--- config.mk ---
export PLATFORM = sky130hd
export DESIGN_NAME = pwm_ramp_sched
export DESIGN_NICKNAME = d
export VERILOG_FILES = /design/src/rtl/pwm_ramp_sched.sv
export SDC_FILE = /design/constraint.sdc
export NUM_CORES = 1
export LEC_CHECK = 0
export ABC_AREA = 1
export CAP_MARGIN = 10
export CORE_MARGIN = 5
export CORE_UTILIZATION = 60
export CTS_CLUSTER_DIAMETER = 200
export CTS_CLUSTER_SIZE = 25
export DETAILED_ROUTE_END_ITERATION = 10
export PLACE_DENSITY_LB_ADDON = 0.12
export SLEW_MARGIN = 0
export SYNTH_ARGS = -nofsm -noshare
export SYNTH_HDL_FRONTEND = slang
export SYNTH_SLANG_ARGS = --single-unit
--- constraint.sdc ---
create_clock -name clk -period 4.9 [get_ports clk]
set_input_delay 0.98 -clock clk [delete_from_list [all_inputs] [get_ports clk]]
set_output_delay 0.98 -clock clk [all_outputs]
set_load 0.01 [all_outputs]
--- src/rtl/pwm_ramp_sched.sv ---
`default_nettype none
// +--------------------------------------------------------------------------+
// | Module      : pwm_ramp_sched                                             |
// | Description : Three-channel PWM duty ramp scheduler. Each tick starts a   |
// |               sweep that services channels 0..2 in turn, moving cur[i]    |
// |               toward tgt[i] by at most step per tick through a single     |
// |               shared compare/adder path. A changed duty value is sent on  |
// |               pwmdata together with a one-cycle one-hot pwmld pulse.      |
// |               Optional macro PWM_RAMP_SCHED_TICKQ_EN adds a one-deep      |
// |               pending-tick queue and a sticky overrun flag (ovr).         |
// | Revision    : 1.0 - initial release                                      |
// +--------------------------------------------------------------------------+
module pwm_ramp_sched #(
  parameter int         NCH     = 3,
  parameter logic [7:0] RSTSTEP = 8'h01
) (
  input  logic       clk,
  input  logic       resetn,
  input  logic       tick,
  input  logic [7:0] wrtdata,
  input  logic [2:0] tgtld,
  input  logic       stepld,
  input  logic       clrovr,
  output logic [7:0] pwmdata,
  output logic [2:0] pwmld,
  output logic       busy,
  output logic [2:0] attarget,
  output logic       ovr
);

  localparam logic [1:0] S_IDLE = 2'd0;
  localparam logic [1:0] S_SVC0 = 2'd1;
  localparam logic [1:0] S_SVC1 = 2'd2;
  localparam logic [1:0] S_SVC2 = 2'd3;

  logic [1:0] state;
  logic [1:0] state_nxt;
  logic [2:0] svc_oh;     // one-hot channel being serviced this cycle
  logic       start;      // begin a sweep from IDLE

  logic [7:0] cur [NCH];
  logic [7:0] tgt [NCH];
  logic [7:0] step;

  logic [7:0] sel_cur;
  logic [7:0] sel_tgt;
  logic [8:0] diff_up;
  logic [8:0] diff_dn;
  logic [7:0] next_val;
  logic       need_load;

`ifdef PWM_RAMP_SCHED_TICKQ_EN
  logic pending;

  assign start = tick | pending;

  // Pending tick queue and sticky overrun; a new overrun beats a clear
  always_ff @(posedge clk or negedge resetn) begin
    if (!resetn) begin
      pending <= 1'b0;
      ovr     <= 1'b0;
    end else begin
      if (state == S_IDLE) begin
        pending <= 1'b0;
      end else if (tick) begin
        pending <= 1'b1;
      end
      if (busy && tick && pending) begin
        ovr <= 1'b1;
      end else if (clrovr) begin
        ovr <= 1'b0;
      end
    end
  end
`else
  logic unused_clrovr;

  assign start         = tick;
  assign ovr           = 1'b0;
  assign unused_clrovr = clrovr;
`endif

  // State register
  always_ff @(posedge clk or negedge resetn) begin
    if (!resetn) begin
      state <= S_IDLE;
    end else begin
      state <= state_nxt;
    end
  end

  // Next-state logic: fixed one-cycle-per-channel sweep
  always_comb begin
    state_nxt = state;
    case (state)
      S_IDLE:  state_nxt = start ? S_SVC0 : S_IDLE;
      S_SVC0:  state_nxt = S_SVC1;
      S_SVC1:  state_nxt = S_SVC2;
      S_SVC2:  state_nxt = S_IDLE;
      default: state_nxt = S_IDLE;
    endcase
  end

  // FSM outputs decoded from the registered state only
  always_comb begin
    busy   = 1'b1;
    svc_oh = 3'b000;
    case (state)
      S_IDLE:  busy   = 1'b0;
      S_SVC0:  svc_oh = 3'b001;
      S_SVC1:  svc_oh = 3'b010;
      S_SVC2:  svc_oh = 3'b100;
      default: busy   = 1'b0;
    endcase
  end

  // Shared operand mux: pick the serviced channel's cur/tgt
  always_comb begin
    sel_cur = 8'h00;
    sel_tgt = 8'h00;
    for (int i = 0; i < NCH; i++) begin
      if (svc_oh[i]) begin
        sel_cur = cur[i];
        sel_tgt = tgt[i];
      end
    end
  end

  // Shared ramp arithmetic; 9-bit differences so the clamp never wraps
  always_comb begin
    diff_up   = {1'b0, sel_tgt} - {1'b0, sel_cur};
    diff_dn   = {1'b0, sel_cur} - {1'b0, sel_tgt};
    need_load = (svc_oh != 3'b000) && (sel_cur != sel_tgt);
    if (step == 8'h00) begin
      next_val = sel_tgt;
    end else if (sel_tgt > sel_cur) begin
      next_val = (diff_up <= {1'b0, step}) ? sel_tgt : (sel_cur + step);
    end else begin
      next_val = (diff_dn <= {1'b0, step}) ? sel_tgt : (sel_cur - step);
    end
  end

  // Channel registers; loads in the service cycle see the old tgt/step
  always_ff @(posedge clk or negedge resetn) begin
    if (!resetn) begin
      for (int i = 0; i < NCH; i++) begin
        cur[i] <= 8'h00;
        tgt[i] <= 8'h00;
      end
      step <= RSTSTEP;
    end else begin
      for (int i = 0; i < NCH; i++) begin
        if (tgtld[i]) begin
          tgt[i] <= wrtdata;
        end
        if (need_load && svc_oh[i]) begin
          cur[i] <= next_val;
        end
      end
      if (stepld) begin
        step <= wrtdata;
      end
    end
  end

  // PWM load bus: one-cycle pulse after the service state, data held otherwise
  always_ff @(posedge clk or negedge resetn) begin
    if (!resetn) begin
      pwmdata <= 8'h00;
      pwmld   <= 3'b000;
    end else begin
      pwmld <= need_load ? svc_oh : 3'b000;
      if (need_load) begin
        pwmdata <= next_val;
      end
    end
  end

  for (genvar g = 0; g < 3; g++) begin : g_att
    assign attarget[g] = (cur[g] == tgt[g]);
  end

endmodule
`default_nettype wire
==> impl.org <==
** Outcome
- Result of the run :: finished, final reports clean

** Floorplanning
- Row generation in the floorplan step produced 35 rows.
- Die W :: 107 um
- In this run the standard cell core region covers 9200 sq um.
- Die outline height :: 107 um
- Boundary Pins :: 32
- Initial core utilization :: 61.2%
- Die Area :: 11400 sq um

** Layout
- In the final design database the tool counted 843 nets.
- Cells with a size suffix above 1 make up 13.1% of the layout.
- The repair_antennas step left the layout with diodes totalling 0.
- Area growth from synthesis to layout :: 10.9%

** Flow run
- Max-cap violations in this run came to 0.

** Yosys
- When the netlist entered floorplanning its net count stood at 813.
- After Yosys synthesis, and, or, nand and nor cells account for 31.0% of the synthesized area.
- After technology mapping, the gate count stands at 744.
- Synth Cell Area :: 5630 sq um
- The Yosys step of the flow raised 0 warnings.
- After synthesis, the cell types taking the most area are sky130_fd_sc_hd__dfrtp_1, sky130_fd_sc_hd__nand2_1, sky130_fd_sc_hd__ha_1, sky130_fd_sc_hd__nand3_1, sky130_fd_sc_hd__inv_1.
- Yosys mapped the design onto 46 distinct sky130hd cell types.
- Avg Inst Size Synth :: 7.57 sq um
- In the synthesized netlist, mux cells make up 2.20% of the area.
- List of most frequent post-synthesis cells :: sky130_fd_sc_hd__nand2_1, sky130_fd_sc_hd__dfrtp_1, sky130_fd_sc_hd__inv_1
- Yosys instantiated no cell more often than sky130_fd_sc_hd__nand2_1.
- Flip-flop cell with the highest count after synthesis :: sky130_fd_sc_hd__dfrtp_1
- Count of flip-flops with a built-in enable after synthesis :: 0
- Area share of the largest cell type after synthesis :: 30.2%
- After synthesis, flip-flops and latches occupy 30.7% of the total area.
- Share of the synthesized netlist area taken by xor and xnor gates :: 7.45%
- The synthesized design spends more area on one cell type than any other, namely sky130_fd_sc_hd__dfrtp_1.
- After Yosys synthesis, full adders, half adders and majority gates account for 12.2% of the synthesized area.
- Compound-gate portion of the synthesized area :: 9.02%
- Main combinational cell family by area after synthesis :: simple AND/OR/NAND/NOR gates
- Synthesis inferred 69 register bits.
- Asr flop ratio synth :: 100%

** Timing
- The final critical path takes up 91.8% of the cycle.
- Setup violations remaining at the end of the flow were counted as 0.
- At the pin with the least slew margin, the transition time is 980 ps.
- Hold timing on the final database bottoms out at a slack of 487 ps.
- The final hold violation count was 0.
- Setup total negative slack on the finished layout was measured at 0 ps.
- Clock skew on the completed layout was measured at 14.6 ps.
- Setup repair after global routing left no endpoint under its margin.
- Number of pins with negative max-slew slack in the final report :: 0
- After layout, the minimum clock period comes to 4500 ps.
- Worst slew margin :: 34.7%
- Derived from the worst setup path, the maximum achievable clock frequency is 222 MHz.

** Drt
- The routed layout has 5107 vias.
- Wire length per cell :: 17.8 um
- Summed over all layers, the routed wires come to 15800 um.
- First drt pass iteration count :: 5
- DR DRC count :: 0
- Post-route antenna net violation count :: 0
- Detailed-route vias per instance :: 5.74
- In this run, the number of DRC markers left after iteration 0 of detailed routing was 356.

** Global route
- Antenna violations before repair :: 0
- Global routing used 29.0% of the available tracks across all layers.
- Entering global routing, the biggest net connects 45 pins.
- The first global-routing pass estimated 25800 um of wire.
- Via count of the first global-routing pass :: 5015
- The total overflow left after global routing is 0.

** Setup path
- Critical path start-end classification :: flip-flop to flip-flop
- Largest stage delay on the critical path :: 410 ps
- Max Fanout on Critical Path :: 9
- Worst setup SP type :: flip-flop
- For the worst setup path, the data required time is 5140 ps.
- The slowest stage of the critical path is the sky130_fd_sc_hd__dfrtp_1 cell.
- Critical Path AT :: 4740 ps
- Counting stages on the worst path, the most repeated cell is sky130_fd_sc_hd__nand2_1.
- Crit. End Element :: flip-flop

** Clock tree
- Clock root buffer master :: sky130_fd_sc_hd__clkbuf_8
- After clock tree synthesis, the flow added hold-fix buffers numbering 0.
- H-tree Lvls :: 3
- Clock slew at the register clock pins of the worst setup and hold paths :: 90 ps
- Clock tree synthesis found a total of 69 sinks.
- At the later pin of the worst-skew pair, clock insertion delay measures 360 ps.
- Clock tree from TritonCTS :: yes
- In this run the deepest clock path goes through 2 buffers.
- Number of buffers created by CTS :: 9

** Placed design
- Detail Placement HPWL :: 12300 um
- PortBufs :: 29
- Routability congestion estimate from global placement :: 0.987

** Min path
- The min-delay analysis places its worst path in the category flip-flop to flip-flop.
## per-layer routing
| layer | vias to the layer above | share of wire [%] | GRT usage (%) |
|---|---|---|---|
| met5 | - | 0 | 0 |
| met4 | 0 | 3.5 | 9.86 |
| met3 | 49 | 6.8 | 5.06 |
| met2 | 232 | 48 | 48.0 |
| met1 | 2363 | 42 | 38.3 |
| li1 | 2463 | - | - |
## cells in the final DEF, fill, tap and decap left out, drive strengths merged, types with 2 or more instances in the layout
cell           synthesis  final
a21o                   3      3
a21oi                 33     33
a221oi                 2      2
a31oi                  2      2
buf                   12     11
bufinv                 0      2
clkbuf                 8      9
clkdlybuf4s50          0     28
dfrtp                 68     68
fa                     3      3
ha                    50     50
inv                   78     82
mux2                  11     11
nand2                249    249
nand3                 66     66
nand4                 13     13
nor2                  40     40
nor3                   2      2
nor4                   4      4
o21a                   2      2
o21ai                 34     34
o21bai                 3      3
o22ai                  6      6
or2                    3      3
xnor2                 24     24
xor2                  23     23
## final timing paths
check / from / to / slack, ps / cells past startpoint
min in group asynchronous: resetn / tgt[22]$_DFFE_PN0P_ / 790 / 1
worst min-delay path: pwmdata[4]$_DFFE_PN0P_ / pwmdata[4]$_DFFE_PN0P_ / 490 / 2
worst max-delay path: state[1]$_DFF_PN0_ / pwmdata[2]$_DFFE_PN0P_ / 400 / 30
worst max register to register: state[1]$_DFF_PN0_ / pwmdata[2]$_DFFE_PN0P_ / 400 / 30
worst min register to register: pwmdata[4]$_DFFE_PN0P_ / pwmdata[4]$_DFFE_PN0P_ / 490 / 2
max in group asynchronous: resetn / step[0]$_DFFE_PN1P_ / 3150 / 2
## repair_timing
| item | CTS | global route |
|---|---|---|
| resized for setup | 0 | 3 |
| endpoints found under the setup margin | 0 | 32 |
| setup buffers | 0 | 0 |
## worst max-delay path: cells and delay by family (launching register included)
| family | cells | cell delay [ps] |
|---|---|---|
| compound gates | 3 | 390 |
| xor+xnor | 1 | 180 |
| fa+ha+maj | 4 | 1100 |
| buf+inv | 5 | 500 |
| flops | 1 | 410 |
| simple gates | 17 | 1780 |
## sequential cells by signal, summed over array words and instances (netlist names)
signal and cells:
pwmld 3, state 2, cur 24, step 8, pwmdata 8, tgt 24
## cell families after synthesis
group / count (synthesis)
other: 1
AOI/OAI and AO/OA: 88
adders and majority gates: 53
xor gates and xnor gates: 47
and+or+nand+nor: 377
buffers and inverters: 98
muxes: 11
DFF: 69
## through the flow
step	setup WS [ps]	area (sq um)	std cells	utilization (%)
6_report	400	6240	890	67.9
5_1_grt	59.1	6240	890	67.9
4_1_cts	254	6230	890	67.8
3_5_place_dp	286	6010	874	65.3
3_3_place_gp	348	6010	874	65.3
2_1_floorplan	940	5630	744	-
## area by class of cell
cell class | count | area [sq um]
Fill cell | 808 | 2950
Clock buffer | 9 | 124
Multi-Input combinational cell | 577 | 3490
Inverter | 78 | 293
Timing Repair Buffer | 39 | 360
Sequential cell | 69 | 1730
Clock inverter | 7 | 105
Tap cell | 111 | 139
Power is left out: the tool's default activity adds up to more than one toggle a clock period on the data nets, which glitch-free logic cannot reach.
